$ cat config.mk
export PLATFORM = sky130hd
export DESIGN_NAME = if_id_fetch_queue_flat
export DESIGN_NICKNAME = d
export VERILOG_FILES = /design/src/rtl/if_id_fetch_queue_pkg.sv /design/src/rtl/if_id_fetch_queue_if.sv /design/src/rtl/if_id_fetch_queue_fifo_mem.sv /design/src/rtl/if_id_fetch_queue.sv /design/src/flat_wrapper.sv
export SDC_FILE = /design/constraint.sdc
export NUM_CORES = 1
export LEC_CHECK = 0
export CELL_PAD_IN_SITES_DETAIL_PLACEMENT = 1
export CELL_PAD_IN_SITES_GLOBAL_PLACEMENT = 2
export CORE_MARGIN = 1.5
export CORE_UTILIZATION = 42
export CTS_CLUSTER_SIZE = 14
export DETAILED_ROUTE_END_ITERATION = 8
export GPL_TIMING_DRIVEN = 0
export PLACE_DENSITY = 0.85
export SYNTH_ARGS = -nofsm -noshare
export SYNTH_HDL_FRONTEND = slang
export SYNTH_SLANG_ARGS = --single-unit
export TNS_END_PERCENT = 5
$ cat constraint.sdc
create_clock -name clk -period 8.8 [get_ports clk]
set_input_delay 0.88 -clock clk [delete_from_list [all_inputs] [get_ports clk]]
set_output_delay 0.88 -clock clk [all_outputs]
set_load 0.01 [all_outputs]
$ cat src/rtl/if_id_fetch_queue_pkg.sv
// rtl/if_id_fetch_queue_pkg.sv - shared fetch/decode types and constants
package if_id_fetch_queue_pkg;

  localparam int WORD_W = 32;
  localparam int PC_W   = 32;

  // One fetched instruction together with its word-indexed PC+1.
  typedef struct packed {
    logic [PC_W-1:0]   pc;
    logic [WORD_W-1:0] inst;
  } fetch_pair_t;

  // MOV r0, r0: what downstream stages substitute while out_valid is low.
  localparam logic [WORD_W-1:0] NOP_INST = 32'hE1A0_0000;

  function automatic fetch_pair_t make_pair(input logic [PC_W-1:0] pc,
                                            input logic [WORD_W-1:0] inst);
    fetch_pair_t p;
    p.pc   = pc;
    p.inst = inst;
    return p;
  endfunction

endpackage

$ cat src/rtl/if_id_fetch_queue_if.sv
// rtl/if_id_fetch_queue_if.sv - fetch-side and decode-side handshake bundle
interface if_id_fetch_queue_if
  import if_id_fetch_queue_pkg::*;
#(
  parameter int PTR_W = 2
);

  logic              flush;
  logic              in_valid;
  logic [PC_W-1:0]   in_pc;
  logic [WORD_W-1:0] in_inst;
  logic              in_ready;
  logic              out_valid;
  logic [PC_W-1:0]   out_pc;
  logic [WORD_W-1:0] out_inst;
  logic              out_ready;
  logic [PTR_W:0]    count;

  // Pipeline side: fetch, execute (flush) and decode.
  modport master (
    output flush, in_valid, in_pc, in_inst, out_ready,
    input  in_ready, out_valid, out_pc, out_inst, count
  );

  // The queue itself.
  modport slave (
    input  flush, in_valid, in_pc, in_inst, out_ready,
    output in_ready, out_valid, out_pc, out_inst, count
  );

endinterface

$ cat src/rtl/if_id_fetch_queue_fifo_mem.sv
// rtl/if_id_fetch_queue_fifo_mem.sv - DEPTH-entry pair storage, one write port, async read
module fifo_mem
  import if_id_fetch_queue_pkg::*;
#(
  parameter int DEPTH = 4,
  parameter int PTR_W = 2
) (
  input  logic             clk,
  input  logic             wr_en,
  input  logic [PTR_W-1:0] wr_addr,
  input  fetch_pair_t      wr_data,
  input  logic [PTR_W-1:0] rd_addr,
  output fetch_pair_t      rd_data
);

  fetch_pair_t mem [DEPTH];

  // Storage is never cleared; occupancy tracking decides what is meaningful.
  always_ff @(posedge clk) begin
    if (wr_en) begin
      mem[wr_addr] <= wr_data;
    end
  end

  assign rd_data = mem[rd_addr];

endmodule

$ cat src/rtl/if_id_fetch_queue.sv
// rtl/if_id_fetch_queue.sv - IF/ID decoupling FIFO with branch flush
module if_id_fetch_queue
  import if_id_fetch_queue_pkg::*;
#(
  parameter int DEPTH = 4,
  parameter int PTR_W = 2
) (
  input  logic                 clk,
  input  logic                 rst,
  if_id_fetch_queue_if.slave   q
);

  localparam logic [PTR_W:0] FULL_CNT = (PTR_W + 1)'(DEPTH);

  logic [PTR_W-1:0] wr_ptr;
  logic [PTR_W-1:0] rd_ptr;
  logic [PTR_W:0]   count_q;
  logic             push;
  logic             pop;
  fetch_pair_t      wr_pair;
  fetch_pair_t      rd_pair;

  // Ready/valid come only from registered occupancy, so a pop never frees a
  // slot for a push in the same cycle and there is no in->out bypass.
  assign q.in_ready  = (count_q != FULL_CNT);
  assign q.out_valid = (count_q != '0);
  assign q.count     = count_q;

  // A flush cancels both transfers of its cycle.
  assign push = q.in_valid & q.in_ready & ~q.flush;
  assign pop  = q.out_valid & q.out_ready & ~q.flush;

  assign wr_pair = make_pair(q.in_pc, q.in_inst);

  // Head entry is zeroed when nothing is queued so decode sees no stale data.
  assign q.out_pc   = q.out_valid ? rd_pair.pc   : '0;
  assign q.out_inst = q.out_valid ? rd_pair.inst : '0;

  fifo_mem #(
    .DEPTH (DEPTH),
    .PTR_W (PTR_W)
  ) u_mem (
    .clk     (clk),
    .wr_en   (push & ~rst),
    .wr_addr (wr_ptr),
    .wr_data (wr_pair),
    .rd_addr (rd_ptr),
    .rd_data (rd_pair)
  );

  // Pointer and occupancy update; reset beats flush, flush beats push/pop.
  always_ff @(posedge clk) begin
    if (rst) begin
      wr_ptr  <= '0;
      rd_ptr  <= '0;
      count_q <= '0;
    end else if (q.flush) begin
      wr_ptr  <= '0;
      rd_ptr  <= '0;
      count_q <= '0;
    end else begin
      if (push) begin
        wr_ptr <= wr_ptr + 1'b1;
      end
      if (pop) begin
        rd_ptr <= rd_ptr + 1'b1;
      end
      case ({push, pop})
        2'b10:   count_q <= count_q + 1'b1;
        2'b01:   count_q <= count_q - 1'b1;
        default: count_q <= count_q;
      endcase
    end
  end

endmodule
$ cat src/flat_wrapper.sv
// flat-port wrapper written by rule: the top's interface ports become plain ports
module if_id_fetch_queue_flat import if_id_fetch_queue_pkg::*;
#(
  parameter int DEPTH = 4,
  parameter int PTR_W = 2
)
  (clk, rst, q_flush, q_in_valid, q_in_pc, q_in_inst, q_out_ready, q_in_ready, q_out_valid, q_out_pc, q_out_inst, q_count);
  if_id_fetch_queue_if #(.PTR_W(PTR_W)) q_i ();
  input  logic clk;
  input  logic rst;
  input wire logic [$bits(q_i.flush)-1:0] q_flush;
  input wire logic [$bits(q_i.in_valid)-1:0] q_in_valid;
  input wire logic [$bits(q_i.in_pc)-1:0] q_in_pc;
  input wire logic [$bits(q_i.in_inst)-1:0] q_in_inst;
  input wire logic [$bits(q_i.out_ready)-1:0] q_out_ready;
  output wire logic [$bits(q_i.in_ready)-1:0] q_in_ready;
  output wire logic [$bits(q_i.out_valid)-1:0] q_out_valid;
  output wire logic [$bits(q_i.out_pc)-1:0] q_out_pc;
  output wire logic [$bits(q_i.out_inst)-1:0] q_out_inst;
  output wire logic [$bits(q_i.count)-1:0] q_count;
  assign q_i.flush = q_flush;
  assign q_i.in_valid = q_in_valid;
  assign q_i.in_pc = q_in_pc;
  assign q_i.in_inst = q_in_inst;
  assign q_i.out_ready = q_out_ready;
  assign q_in_ready = q_i.in_ready;
  assign q_out_valid = q_i.out_valid;
  assign q_out_pc = q_i.out_pc;
  assign q_out_inst = q_i.out_inst;
  assign q_count = q_i.count;
  if_id_fetch_queue #(.DEPTH(DEPTH), .PTR_W(PTR_W)) u_core (.clk(clk), .rst(rst), .q(q_i));
endmodule
==> results of run 1 <==
metrics by stage:
stage / hold slack [ns] / instances
floorplan: 0.4709 / 458
global placement: 0.4763 / 914
detailed placement: 0.5184 / 940
CTS: 0.5384 / 992
global route: 0.5466 / 992
finish: 0.5435 / 992
state kept, by name, summed over array words and instances (netlist names), named ones only:
signal            flops
u_core.wr_ptr         2
u_core.rd_ptr         2
u_core.q.count        3
u_core.u_mem.mem    256
worst max path at each step:
| stage | startpoint | endpoint | slack [ns] | depth (start not counted) |
|---|---|---|---|---|
| 6_report | u_core.q.count[0] | q_out_inst[23] | 4.96 | 5 |
| 3_5_place_dp | q_flush | u_core.u_mem.mem[0][15] | 5.14 | 6 |
| 5_1_grt | u_core.q.count[0] | q_out_inst[23] | 4.71 | 5 |
| 2_1_floorplan | q_flush | u_core.u_mem.mem[0][0] | 2.32 | 2 |
| 3_3_place_gp | q_flush | u_core.u_mem.mem[0][24] | -2.02 | 3 |
| 4_1_cts | u_core.q.count[0] | q_out_inst[25] | 4.86 | 5 |
metal layers:
layer  vias up  wire, um  global-route usage
li1       2247         -                   -
met4         2       411             0.04374
met5         -        13                   0
met2       133     10940              0.2993
met3        33       949             0.03022
met1      2649      9047              0.2255
power by group through the flow:
| stage | registers [mW] | clock network, mW | logic, mW |
|---|---|---|---|
| after floorplan | 1.43 | 0 | 0.0381 |
| after global placement | 1.43 | 0 | 0.106 |
| after detailed placement | 1.43 | 0 | 0.115 |
| after CTS | 1.40 | 1.13 | 0.116 |
| after global routing | 1.40 | 1.17 | 0.123 |
| final | 1.40 | 1.10 | 0.114 |
worst register-to-register path, stage by stage, from the launching register on:
cell	delay [ns]
sky130_fd_sc_hd__dfxtp_1	0.47
sky130_fd_sc_hd__or3b_2	0.20
sky130_fd_sc_hd__nand3b_2	0.20
sky130_fd_sc_hd__nor3b_2	0.89
sky130_fd_sc_hd__buf_6	0.28
sky130_fd_sc_hd__buf_4	0.24
sky130_fd_sc_hd__buf_8	0.18
cell usage in the layout, fill, tap and decap left out, types with 4 or more instances in the layout:
| cell type | count |
|---|---|
| sky130_fd_sc_hd__and2_1 | 64 |
| sky130_fd_sc_hd__buf_12 | 6 |
| sky130_fd_sc_hd__buf_2 | 6 |
| sky130_fd_sc_hd__buf_6 | 20 |
| sky130_fd_sc_hd__buf_8 | 6 |
| sky130_fd_sc_hd__clkbuf_1 | 17 |
| sky130_fd_sc_hd__clkbuf_16 | 29 |
| sky130_fd_sc_hd__clkdlybuf4s50_1 | 137 |
| sky130_fd_sc_hd__clkinv_1 | 5 |
| sky130_fd_sc_hd__clkinv_2 | 4 |
| sky130_fd_sc_hd__dfxtp_1 | 9 |
| sky130_fd_sc_hd__edfxtp_1 | 256 |
| sky130_fd_sc_hd__ha_1 | 5 |
| sky130_fd_sc_hd__inv_1 | 5 |
| sky130_fd_sc_hd__mux4_1 | 4 |
| sky130_fd_sc_hd__mux4_2 | 60 |
| sky130_fd_sc_hd__nand2_1 | 4 |
| sky130_fd_sc_hd__nor2_1 | 8 |
| sky130_fd_sc_hd__nor3b_2 | 4 |
| sky130_fd_sc_hd__xor2_1 | 4 |
cells by family after synthesis:
family                   after synthesis  synth area share
AO/OA/AOI/OAI                          5          0.003060
XOR/XNOR                               4          0.003427
adder cells (fa/ha/maj)                6          0.008078
buffers and inverters                 27           0.02105
flip-flops                           265            0.7696
multiplexers                          66            0.1444
AND/OR/NAND/NOR                       85           0.05031
area by class of cell:
| class | instances | area, um^2 | share of cell area |
|---|---|---|---|
| buffer | 22 | 196.4 | 0.01489 |
| clock buffer | 40 | 787.0 | 0.05964 |
| clock inverter | 12 | 85.08 | 0.006447 |
| inverter | 5 | 18.77 | 0.001422 |
| multi-input combinational | 166 | 2160 | 0.1636 |
| sequential | 265 | 7868 | 0.5962 |
| tap | 319 | 399.1 | 0.03025 |
| timing repair buffer | 163 | 1683 | 0.1275 |
==> results by group, run 1 <==
STA
  • Endpoints failing setup: 0
  • Final worst path period need: 3.837 ns
  • Clock Skews: 0.01368 ns
  • Period utilization: 0.4360
  • Number of max-slew violations in the final report: 0
  • Maximum clock rate: approximately 260 MHz
  • Fin. Hold Viols: 0
  • Aggregate negative setup slack: 0 ns
  • Unrepaired setup endpoints after global routing: false
  • Measured slew at the worst slew-check pin: between 1 and 1.5 ns
  • PnR worst setup slack: 4.963 ns
  • Relative slew slack: 0.3218

Worst hold path
  • Type of the tightest min-delay check: flop to flop
  • Hold path endpoint: u_core.rd_ptr[1]
  • Worst Min Path Start: u_core.rd_ptr[1]
  • WHS Path Cells: 2

Critical path
  • Worst path bufs/invs: 3
  • Critical path cell sequence: or3_1 > clkbuf_1 > clkbuf_1 > and2_1 > clkdlybuf4s50_1
  • Biggest fanout along the worst timing path: 10
  • Register-to-register setup slack: slightly above 6 ns
  • Critical path required time: 7.92 ns
  • Beginning of the worst register-to-register path: u_core.q.count[0]
  • Critical-path cell with the highest stage delay: sky130_fd_sc_hd__clkbuf_1
  • Slowest Stage Delay on Critical Path: approximately 0.58 ns
  • Crit path arrival time: 2.96 ns
  • Cell repeated most along the worst path: sky130_fd_sc_hd__clkbuf_1
  • Kind of capture point of the worst setup path: output port
  • Family of cells with the greatest summed delay on the critical path: buffers and inverters
  • Worst reg2reg path depth: 6
  • Critical path launch point type: flop
  • Terminus of the critical flop-to-flop path: u_core.u_mem.mem[0][16]
  • Category of the critical setup timing path: flop to output port

Global route
  • Number of antenna violations at the first check in global routing: 1
  • Global Route Usage Sum: 0.1722
  • Overflow left after global routing: 0
  • Largest net degree at the start of global routing: 14
  • Vias in the first global route: 5711
  • First-pass GRT wire length: ~34000 um

Floorplan
  • Die W: between 150 and 200 um
  • Site Rows: 56
  • Area of the die: 0.02528 mm^2
  • Initial standard-cell utilization of the core: 0.4316
  • Core area: roughly 0.024 mm^2
  • Ports placed on the boundary: about 140
  • Height of the chip: 159.0 um

Status
  • Outcome: finished clean

Power and ir drop
  • Sequential cell fraction of total power: 0.535
  • Switching part of the total power: 0.1942
  • Worst vdd ir: about 0.14 mV
  • Switch Pwr: between 0.5 and 0.6 mW
  • PnR Total Power: approximately 2.6 mW
  • Portion of total power attributed to combinational logic: 0.044
  • Pwr Density: around 200 mW/mm^2
  • Internal power contribution: about 2.1 mW
  • Part of the total power dissipated in the clock network: 0.422
  • Lkg Pwr: about 4.2 nW

Yosys
  • Mean Syn Cell Area: 22.32 um^2
  • Synth area leaders: sky130_fd_sc_hd__edfxtp_1 75%, sky130_fd_sc_hd__mux4_2 13%, sky130_fd_sc_hd__and2_1 3.9%, sky130_fd_sc_hd__dfxtp_1 1.8%, sky130_fd_sc_hd__buf_12 1.2%
  • Count of unique library cells instantiated by Yosys: 26
  • Cell with the most instances after synthesis: sky130_fd_sc_hd__edfxtp_1
  • Most instantiated flip-flop cell in the synthesis netlist: sky130_fd_sc_hd__edfxtp_1
  • #FFs+latches synth: 265
  • Net count after synthesis: ~530
  • Share of synthesized area occupied by flip-flops and latches: 0.7696
  • Yosys top cell by area: sky130_fd_sc_hd__edfxtp_1
  • Number of enable flip-flop cells after synthesis: about 260
  • Netlist Area Pre-Place: between 0.01 and 0.015 mm^2
  • Number of warnings issued by yosys: 0
  • Most instantiated cells after synthesis: 256 x sky130_fd_sc_hd__edfxtp_1, 64 x sky130_fd_sc_hd__and2_1, 60 x sky130_fd_sc_hd__mux4_2, 9 x sky130_fd_sc_hd__dfxtp_1
  • Share of Yosys cell area claimed by the top area cell type: 0.7520
  • Cell count after synthesis: approximately 460
  • Async S/R FF share, synth: 0

Clock tree
  • Clock root buffer master: sky130_fd_sc_hd__clkbuf_16
  • CTS clk-pin slew, worst paths: around 0.06 ns
  • Post-cts sizing count: 0
  • Maximum root-to-sink buffer count: 3
  • Cts bufs inserted: 28
  • Count of buffers added by post-CTS timing repair for setup: 0
  • CTS HTree Levels: 1
  • Clock latency reported for the late side of the worst-skew pair: roughly 0.53 ns
  • TritonCTS clock tree: done
  • Number of sinks driven by the clock tree: 265
  • CTS Hold Buffers Added: 0

Placement
  • Worst setup slack before clock tree synthesis: slightly above 5 ns
  • Cell area after placement: about 0.012 mm^2
  • Gpl congestion: between 0.7 and 0.8
  • Port Buffer Count: 137
  • Half-perimeter wire length after detailed placement: around 15000 um

Route
  • Number of iterations in the first detailed-routing pass: 4
  • Overall via count from detail_route: 5064
  • Number of antenna-violating nets in the routed design: 0
  • Vias per cell: between 5 and 6
  • Routed wire length: 21370 um
  • Detailed Route Iter0 Violations: 230
  • DRC violation count after routing: 0
  • Average wire per standard cell: 21.54 um

Layout
  • Layout cells sized above 1: 0.2155
  • Fill cell instance count of the final layout: 2131
  • Diodes inserted: 0
  • Core Util, Final: 0.5572
  • Final instance area: approximately 0.013 mm^2
  • Final layout net count: 726
  • Layout overhead on the synthesized area: 29.09%

Flow run
  • Max-cap violation count: 0
Power figures use the tool's default switching activity.
==> run 2, diff against run 1 <==
Settings changed: CORE_UTILIZATION 42 to 38, PLACE_DENSITY 0.85 to 0.81.
Clock period 8.8 ns to 3.25 ns, I/O delays scaled along.
==> results by group, run 2 (synthesis gave the netlist of run 1 again) <==
Clock tree
  • Clock root buffer master: sky130_fd_sc_hd__clkbuf_16
  • Number of sinks driven by the clock tree: 265 (unchanged)
  • CTS HTree Levels: 1 (unchanged)
  • CTS Hold Buffers Added: 0 (unchanged)
  • CTS clk-pin slew, worst paths: 0.06 ns (about the same)
  • Cts bufs inserted: 28 (unchanged)
  • TritonCTS clock tree: done
  • Clock latency reported for the late side of the worst-skew pair: 0.52 ns (about the same)
  • Maximum root-to-sink buffer count: 3 (unchanged)

STA
  • Endpoints failing setup: 0 (unchanged)
  • Number of max-slew violations in the final report: 0 (unchanged)
  • Period utilization: 0.8688
  • Clock Skews: 0.006597 ns (-0.007084 ns)
  • Final hold slack: 0.4403 ns (-0.1032 ns)
  • Fin. Hold Viols: 0 (unchanged)
  • Maximum clock rate: between 300 and 400 MHz
  • Unrepaired setup endpoints after global routing: false
  • Final worst path period need: approximately 2.8 ns
  • Relative slew slack: 0.3608 (+0.03902)
  • Measured slew at the worst slew-check pin: 0.9578 ns (-0.05512 ns)
  • PnR worst setup slack: 0.4263 ns (-4.537 ns)

Global route
  • Number of antenna violations at the first check in global routing: 0 (-1)
  • Overflow left after global routing: 0 (unchanged)
  • Largest net degree at the start of global routing: 17 (+3)
  • Vias in the first global route: 5656 (-0.96%)
  • First-pass GRT wire length: 32910 um (-1.9%)
  • Global Route Usage Sum: 0.1534 (-0.01881)

Route
  • Routed wire length: 20840 um (-2.5%)
  • DRC violation count after routing: 0 (unchanged)
  • Number of iterations in the first detailed-routing pass: 4 (unchanged)
  • Vias per cell: 4.980 (-2.4%)
  • Average wire per standard cell: 20.92 um (-2.9%)
  • Detailed Route Iter0 Violations: 283 (+23%)
  • Overall via count from detail_route: 4960 (-2.1%)
  • Number of antenna-violating nets in the routed design: 0 (unchanged)

Worst hold path
  • Type of the tightest min-delay check: input pin to flop
  • Hold path endpoint: u_core.u_mem.mem[0][36]
  • WHS Path Cells: 1 (-1)
  • Worst Min Path Start: q_in_pc[4]

Floorplan
  • Height of the chip: 167.0 um (+5.0%)
  • Ports placed on the boundary: 138 (unchanged)
  • Core area: 0.02621 mm^2 (+11%)
  • Area of the die: 0.02789 mm^2 (+10%)
  • Initial standard-cell utilization of the core: 0.3901 (-0.04157)
  • Site Rows: 59 (+5.4%)
  • Die W: 167.0 um (+5.0%)

Power and ir drop
  • Internal power contribution: 5.646 mW (+170%)
  • Switching part of the total power: 0.1955 (+0.001255)
  • Switch Pwr: 1.372 mW (+170%)
  • Portion of total power attributed to combinational logic: 0.044 (about the same)
  • Sequential cell fraction of total power: 0.540 (+0.005)
  • Pwr Density: 530.5 mW/mm^2 (+170%)
  • Worst vdd ir: 0.4558 mV (+220%)
  • Part of the total power dissipated in the clock network: 0.416 (-0.006)
  • PnR Total Power: 7.018 mW (+170%)
  • Lkg Pwr: 4.224 nW (about the same)

Placement
  • Half-perimeter wire length after detailed placement: 13870 um (-4.5%)
  • Cell area after placement: 0.01237 mm^2 (+0.40%)
  • Gpl congestion: 0.6998 (-4.9%)
  • Port Buffer Count: 137 (unchanged)
  • Placed insts: 946 (+0.64%)
  • Worst setup slack before clock tree synthesis: 0.1795 ns (-4.961 ns)

Layout
  • Layout overhead on the synthesized area: 29.41%
  • Max FFs per register: 256 (unchanged)
  • Finished Layout Cells: 996 (+0.40%)
  • Diodes inserted: 0 (unchanged)
  • Leading cell type in the layout, fill and taps excluded: sky130_fd_sc_hd__edfxtp_1
  • Most frequent cells in the layout: 256 x sky130_fd_sc_hd__edfxtp_1, 137 x sky130_fd_sc_hd__clkdlybuf4s50_1, 64 x sky130_fd_sc_hd__and2_1
  • Final layout net count: 715 (-1.5%)
  • Layout cells sized above 1: 0.2148 (-0.0006272)
  • Register bank with the most flops: u_core.u_mem.mem
  • Final instance area: 0.01323 mm^2 (+0.25%)

Critical path
  • Kind of capture point of the worst setup path: output port
  • Category of the critical setup timing path: flop to output port
  • Crit path arrival time: 2.50 ns (-0.46 ns)
  • Critical-path cell with the highest stage delay: sky130_fd_sc_hd__clkdlybuf4s50_1
  • Terminus of the critical flop-to-flop path: u_core.u_mem.mem[1][14]
  • Register-to-register setup slack: 0.52 ns (-5.53 ns)
  • Biggest fanout along the worst timing path: 10 (unchanged)
  • Critical path required time: 2.92 ns (-5.00 ns)
  • Slowest Stage Delay on Critical Path: 0.47 ns (-0.11 ns)
  • Beginning of the worst register-to-register path: u_core.q.count[0]
  • Worst reg2reg path depth: 6 (unchanged)
  • Critical path launch point type: flop
  • Worst path bufs/invs: 3 (unchanged)
  • Critical path cell sequence: clkbuf_2 > buf_2 > mux4_2 > and2_1 > clkdlybuf4s50_1
  • Family of cells with the greatest summed delay on the critical path: buffers and inverters

Status
  • Outcome: finished clean

Flow run
  • Max-cap violation count: 0 (unchanged)
run 2: how the worst max path moves through the flow:
stage	cells past startpoint	endpoint	from	slack (ns)
5_1_grt	5	q_out_pc[14]	flop	0.27
6_report	5	q_out_pc[14]	flop	0.43
4_1_cts	4	q_out_inst[26]	u_core.q.count[0]	0.08
3_5_place_dp	6	u_core.u_mem.mem[1][30]	q_flush	0.18
2_1_floorplan	3	u_core.u_mem.mem[0][0]	u_core.q.count[0]	-0.66
3_3_place_gp	3	u_core.u_mem.mem[2][28]	q_flush	-3.08
run 2: layout make-up:
cell class / instances / area, um^2
Fill cell: 2364 / 12980
Sequential cell: 265 / 7868
Multi-Input combinational cell: 166 / 2190
Timing Repair Buffer: 153 / 1687
Clock buffer: 31 / 733.2
Tap cell: 335 / 419.2
Buffer: 21 / 192.7
Clock inverter: 20 / 121.4
Inverter: 5 / 18.77
run 2: what timing repair did:
| item | CTS | global route |
|---|---|---|
| resized for setup | 0 | 1 |
| endpoints found under the setup margin | 50 | 7 |
| buffers inserted | 0 | 0 |
| gates cloned | 0 | 0 |
run 2: power groups by stage:
| stage | clock network [mW] | registers [mW] | logic, mW |
|---|---|---|---|
| finish | 2.92 | 3.79 | 0.311 |
| global placement | 0 | 3.86 | 0.289 |
| floorplan | 0 | 3.86 | 0.104 |
| global route | 3.14 | 3.79 | 0.336 |
| detailed placement | 0 | 3.86 | 0.315 |
| CTS | 3.02 | 3.79 | 0.317 |
run 2: per-layer routing:
layer  vias to the layer above  track usage  share of wire
met2                       126       0.2727           0.52
li1                       2220            -              -
met4                         0      0.02846         0.0074
met1                      2602       0.1945           0.42
met5                         -            0              0
met3                        12      0.03351          0.052
run 2: per-stage QoR:
step | setup TNS (ns) | util
6_report | 0 | 0.5048
5_1_grt | 0 | 0.5048
4_1_cts | 0 | 0.5046
3_5_place_dp | 0 | 0.4721
3_3_place_gp | -776.41 | 0.4592
2_1_floorplan | -165.40 | -
==> run 3, diff against run 2 <==
Settings changed: ABC_AREA set to 1, CORE_UTILIZATION 38 to 33.
==> results by group, run 3 <==
Yosys
  • Cell with the most instances after synthesis: sky130_fd_sc_hd__nand2_1
  • Most instantiated cells after synthesis: 268 x sky130_fd_sc_hd__nand2_1, 256 x sky130_fd_sc_hd__edfxtp_1, 141 x sky130_fd_sc_hd__nor2_1, 69 x sky130_fd_sc_hd__a21oi_1, 62 x sky130_fd_sc_hd__o21ai_0
  • Synth area leaders: sky130_fd_sc_hd__edfxtp_1 72%, sky130_fd_sc_hd__nand2_1 9.5%, sky130_fd_sc_hd__nor2_1 5.0%, sky130_fd_sc_hd__a21oi_1 3.3%, sky130_fd_sc_hd__o21ai_0 2.9%
  • Yosys top cell by area: sky130_fd_sc_hd__edfxtp_1
  • Cell count after synthesis: 892 (+95%)
  • Count of unique library cells instantiated by Yosys: 21 (-19%)
  • Number of enable flip-flop cells after synthesis: 256 (unchanged)
  • Share of Yosys cell area claimed by the top area cell type: 0.7250 (-0.02706)
  • Async S/R FF share, synth: 0 (unchanged)
  • Number of warnings issued by yosys: 0 (unchanged)
  • Most instantiated flip-flop cell in the synthesis netlist: sky130_fd_sc_hd__edfxtp_1
  • Net count after synthesis: 967 (+81%)
  • Netlist Area Pre-Place: 0.01060 mm^2 (+3.7%)
  • #FFs+latches synth: 265 (unchanged)
  • Mean Syn Cell Area: 11.89 um^2 (-47%)
  • Share of synthesized area occupied by flip-flops and latches: 0.7419 (-0.02770)

Flow run
  • Max-cap violation count: 0 (unchanged)

Layout
  • Register bank with the most flops: u_core.u_mem.mem
  • Final layout net count: 1142 (+60%)
  • Fill cell instance count of the final layout: 3347 (+42%)
  • Layout cells sized above 1: 0.08173 (-0.1331)
  • Leading cell type in the layout, fill and taps excluded: sky130_fd_sc_hd__nand2_1
  • Layout overhead on the synthesized area: 27.95%
  • Max FFs per register: 256 (unchanged)
  • Most frequent cells in the layout: 268 x sky130_fd_sc_hd__nand2_1, 256 x sky130_fd_sc_hd__edfxtp_1, 137 x sky130_fd_sc_hd__nor2_1, 137 x sky130_fd_sc_hd__clkdlybuf4s50_1, 69 x sky130_fd_sc_hd__a21oi_1

Floorplan
  • Area of the die: 0.03322 mm^2 (+19%)
  • Initial standard-cell utilization of the core: 0.3360 (-0.05403)
  • Core area: 0.03156 mm^2 (+20%)
  • Die W: 182.3 um (+9.1%)
  • Site Rows: 65 (+10%)
  • Ports placed on the boundary: 138 (unchanged)
  • Height of the chip: 182.3 um (+9.1%)

STA
  • Measured slew at the worst slew-check pin: 0.5970 ns (-0.3608 ns)
  • Unrepaired setup endpoints after global routing: false
  • Final worst path period need: 2.974 ns (+0.1504 ns)
  • Maximum clock rate: 336.2 MHz (-5.1%)
  • Endpoints failing setup: 0 (unchanged)
  • Relative slew slack: 0.6020 (+0.2412)
  • Number of max-slew violations in the final report: 0 (unchanged)
  • Final hold slack: 0.4264 ns (-0.01391 ns)
  • Aggregate negative setup slack: 0 ns (unchanged)
  • Period utilization: 0.9151 (+0.04628)
  • Clock Skews: 0.01959 ns (+0.01299 ns)
  • Fin. Hold Viols: 0 (unchanged)

Route
  • Number of iterations in the first detailed-routing pass: 5 (+1)
  • Number of antenna-violating nets in the routed design: 0 (unchanged)
  • Average wire per standard cell: 17.96 um (-14%)
  • Overall via count from detail_route: 6995 (+41%)
  • DRC violation count after routing: 0 (unchanged)
  • Detailed Route Iter0 Violations: 397 (+40%)
  • Routed wire length: 26800 um (+29%)
  • Vias per cell: 4.688 (-5.9%)

Power and ir drop
  • Part of the total power dissipated in the clock network: 0.425 (+0.009)
  • Portion of total power attributed to combinational logic: 0.053 (+0.009)
  • Pwr Density: 535.4 mW/mm^2 (+0.93%)
  • Switch Pwr: 1.438 mW (+4.8%)
  • Worst vdd ir: 0.5179 mV (+14%)
  • Internal power contribution: 5.827 mW (+3.2%)
  • Sequential cell fraction of total power: 0.521 (-0.019)
  • PnR Total Power: 7.265 mW (+3.5%)
  • Switching part of the total power: 0.1979 (+0.002480)
  • Lkg Pwr: 4.905 nW (+16%)

Placement
  • Half-perimeter wire length after detailed placement: 17100 um (+23%)
  • Port Buffer Count: 137 (unchanged)
  • Gpl congestion: 0.7128 (+1.9%)

Clock tree
  • Clock latency reported for the late side of the worst-skew pair: 0.54 ns (+0.02 ns)
  • Cts bufs inserted: 28 (unchanged)
  • Count of buffers added by post-CTS timing repair for setup: 0 (unchanged)
  • Maximum root-to-sink buffer count: 3 (unchanged)
  • Number of sinks driven by the clock tree: 265 (unchanged)
  • TritonCTS clock tree: done
  • CTS HTree Levels: 1 (unchanged)
  • Post-cts sizing count: 0 (unchanged)
  • CTS Hold Buffers Added: 0 (unchanged)
  • Clock root buffer master: sky130_fd_sc_hd__clkbuf_16
  • CTS clk-pin slew, worst paths: 0.06 ns (about the same)

Critical path
  • Critical-path cell with the highest stage delay: sky130_fd_sc_hd__clkdlybuf4s50_1
  • Beginning of the worst register-to-register path: u_core.q.count[1]
  • Register-to-register setup slack: 0.98 ns (+0.46 ns)
  • Critical path required time: 2.92 ns (about the same)
  • Category of the critical setup timing path: flop to output port
  • Biggest fanout along the worst timing path: 10 (unchanged)
  • Kind of capture point of the worst setup path: output port
  • Terminus of the critical flop-to-flop path: u_core.u_mem.mem[2][23]
  • Crit path arrival time: 2.65 ns (+0.15 ns)
  • Worst reg2reg path depth: 6 (unchanged)
  • Slowest Stage Delay on Critical Path: 0.60 ns (+0.13 ns)
  • Critical path cell sequence: inv_1 > buf_2 > buf_1 > nand2_1 > a21oi_1 > clkdlybuf4s50_1
  • Critical path launch point type: flop

Status
  • Outcome: finished clean

Worst hold path
  • Worst Min Path Start: q_in_inst[2]
  • Type of the tightest min-delay check: input pin to flop
  • WHS Path Cells: 1 (unchanged)
  • Hold path endpoint: u_core.u_mem.mem[2][2]

Global route
  • Vias in the first global route: 7346 (+30%)
  • Number of antenna violations at the first check in global routing: 1 (+1)
  • Global Route Usage Sum: 0.1632 (+0.009812)
  • Largest net degree at the start of global routing: 30 (+13)
  • First-pass GRT wire length: 41470 um (+26%)
  • Overflow left after global routing: 0 (unchanged)
-- run 3: how the worst max path moves through the flow --
stage / startpoint / end / slack, ns / cells after the start
2_1_floorplan: u_core.q.count[1] / u_core.u_mem.mem[0][0] / -0.97 / 5
3_3_place_gp: q_flush / u_core.u_mem.mem[2][21] / -3.79 / 5
3_5_place_dp: q_flush / u_core.u_mem.mem[2][25] / 0.56 / 6
4_1_cts: flop / q_out_pc[21] / 0.19 / 6
5_1_grt: flop / q_out_inst[23] / 0.11 / 6
6_report: flop / q_out_pc[21] / 0.28 / 6
-- run 3: area by class of cell --
class,instances,area [um^2],share of cell area
multi-input cells,558,2369,0.1746
diodes,1,2.502,0.0001844
inverters,20,75.07,0.005533
flip-flops and latches,265,7868,0.5799
repair buffers,145,1531,0.1129
clock buffers,38,759.5,0.05598
well taps,402,503.0,0.03707
clock inverters,14,137.6,0.01014
plain buffers,49,322.8,0.02379
-- run 3: kinds of logic after synthesis --
group                    Yosys count  share of synthesized area
buffers and inverters             69                    0.03752
flip-flops                       265                     0.7419
AND/OR/NAND/NOR                  417                     0.1490
adder cells (fa/ha/maj)            6                   0.007788
AO/OA/AOI/OAI                    135                    0.06372
-- run 3: power groups by stage --
| stage | logic [mW] | registers, mW | clock network, mW |
|---|---|---|---|
| after floorplan | 0.133 | 3.86 | 0 |
| final | 0.387 | 3.79 | 3.09 |
| after global placement | 0.376 | 3.86 | 0 |
| after CTS | 0.395 | 3.79 | 3.18 |
| after global routing | 0.424 | 3.79 | 3.31 |
| after detailed placement | 0.392 | 3.86 | 0 |
-- run 3: routing by layer --
layer | vias to the layer above | track usage | part of all wire
li1 | 3403 | - | -
met1 | 3401 | 0.2037 | 0.43
met2 | 156 | 0.2936 | 0.50
met3 | 35 | 0.02754 | 0.049
met4 | 0 | 0.04099 | 0.017
met5 | - | 0 | 0
-- run 3: metrics by stage --
stage | util | cells | cell area (um^2) | setup slack (ns)
after floorplan | - | 892 | 10600 | -0.9695
after global placement | 0.3954 | 1431 | 12480 | -3.791
after detailed placement | 0.4015 | 1439 | 12670 | 0.5586
after CTS | 0.4299 | 1491 | 13570 | 0.1874
after global routing | 0.4300 | 1492 | 13570 | 0.1137
final | 0.4300 | 1492 | 13570 | 0.2759
-- run 3: critical path: cells and delay by family, from the launching register on --
kind	cells	cell delay (ns)
DFF	1	0.29
and+or+nand+nor	1	0.11
AOI/OAI and AO/OA	1	0.31
buffers and inverters	4	1.40
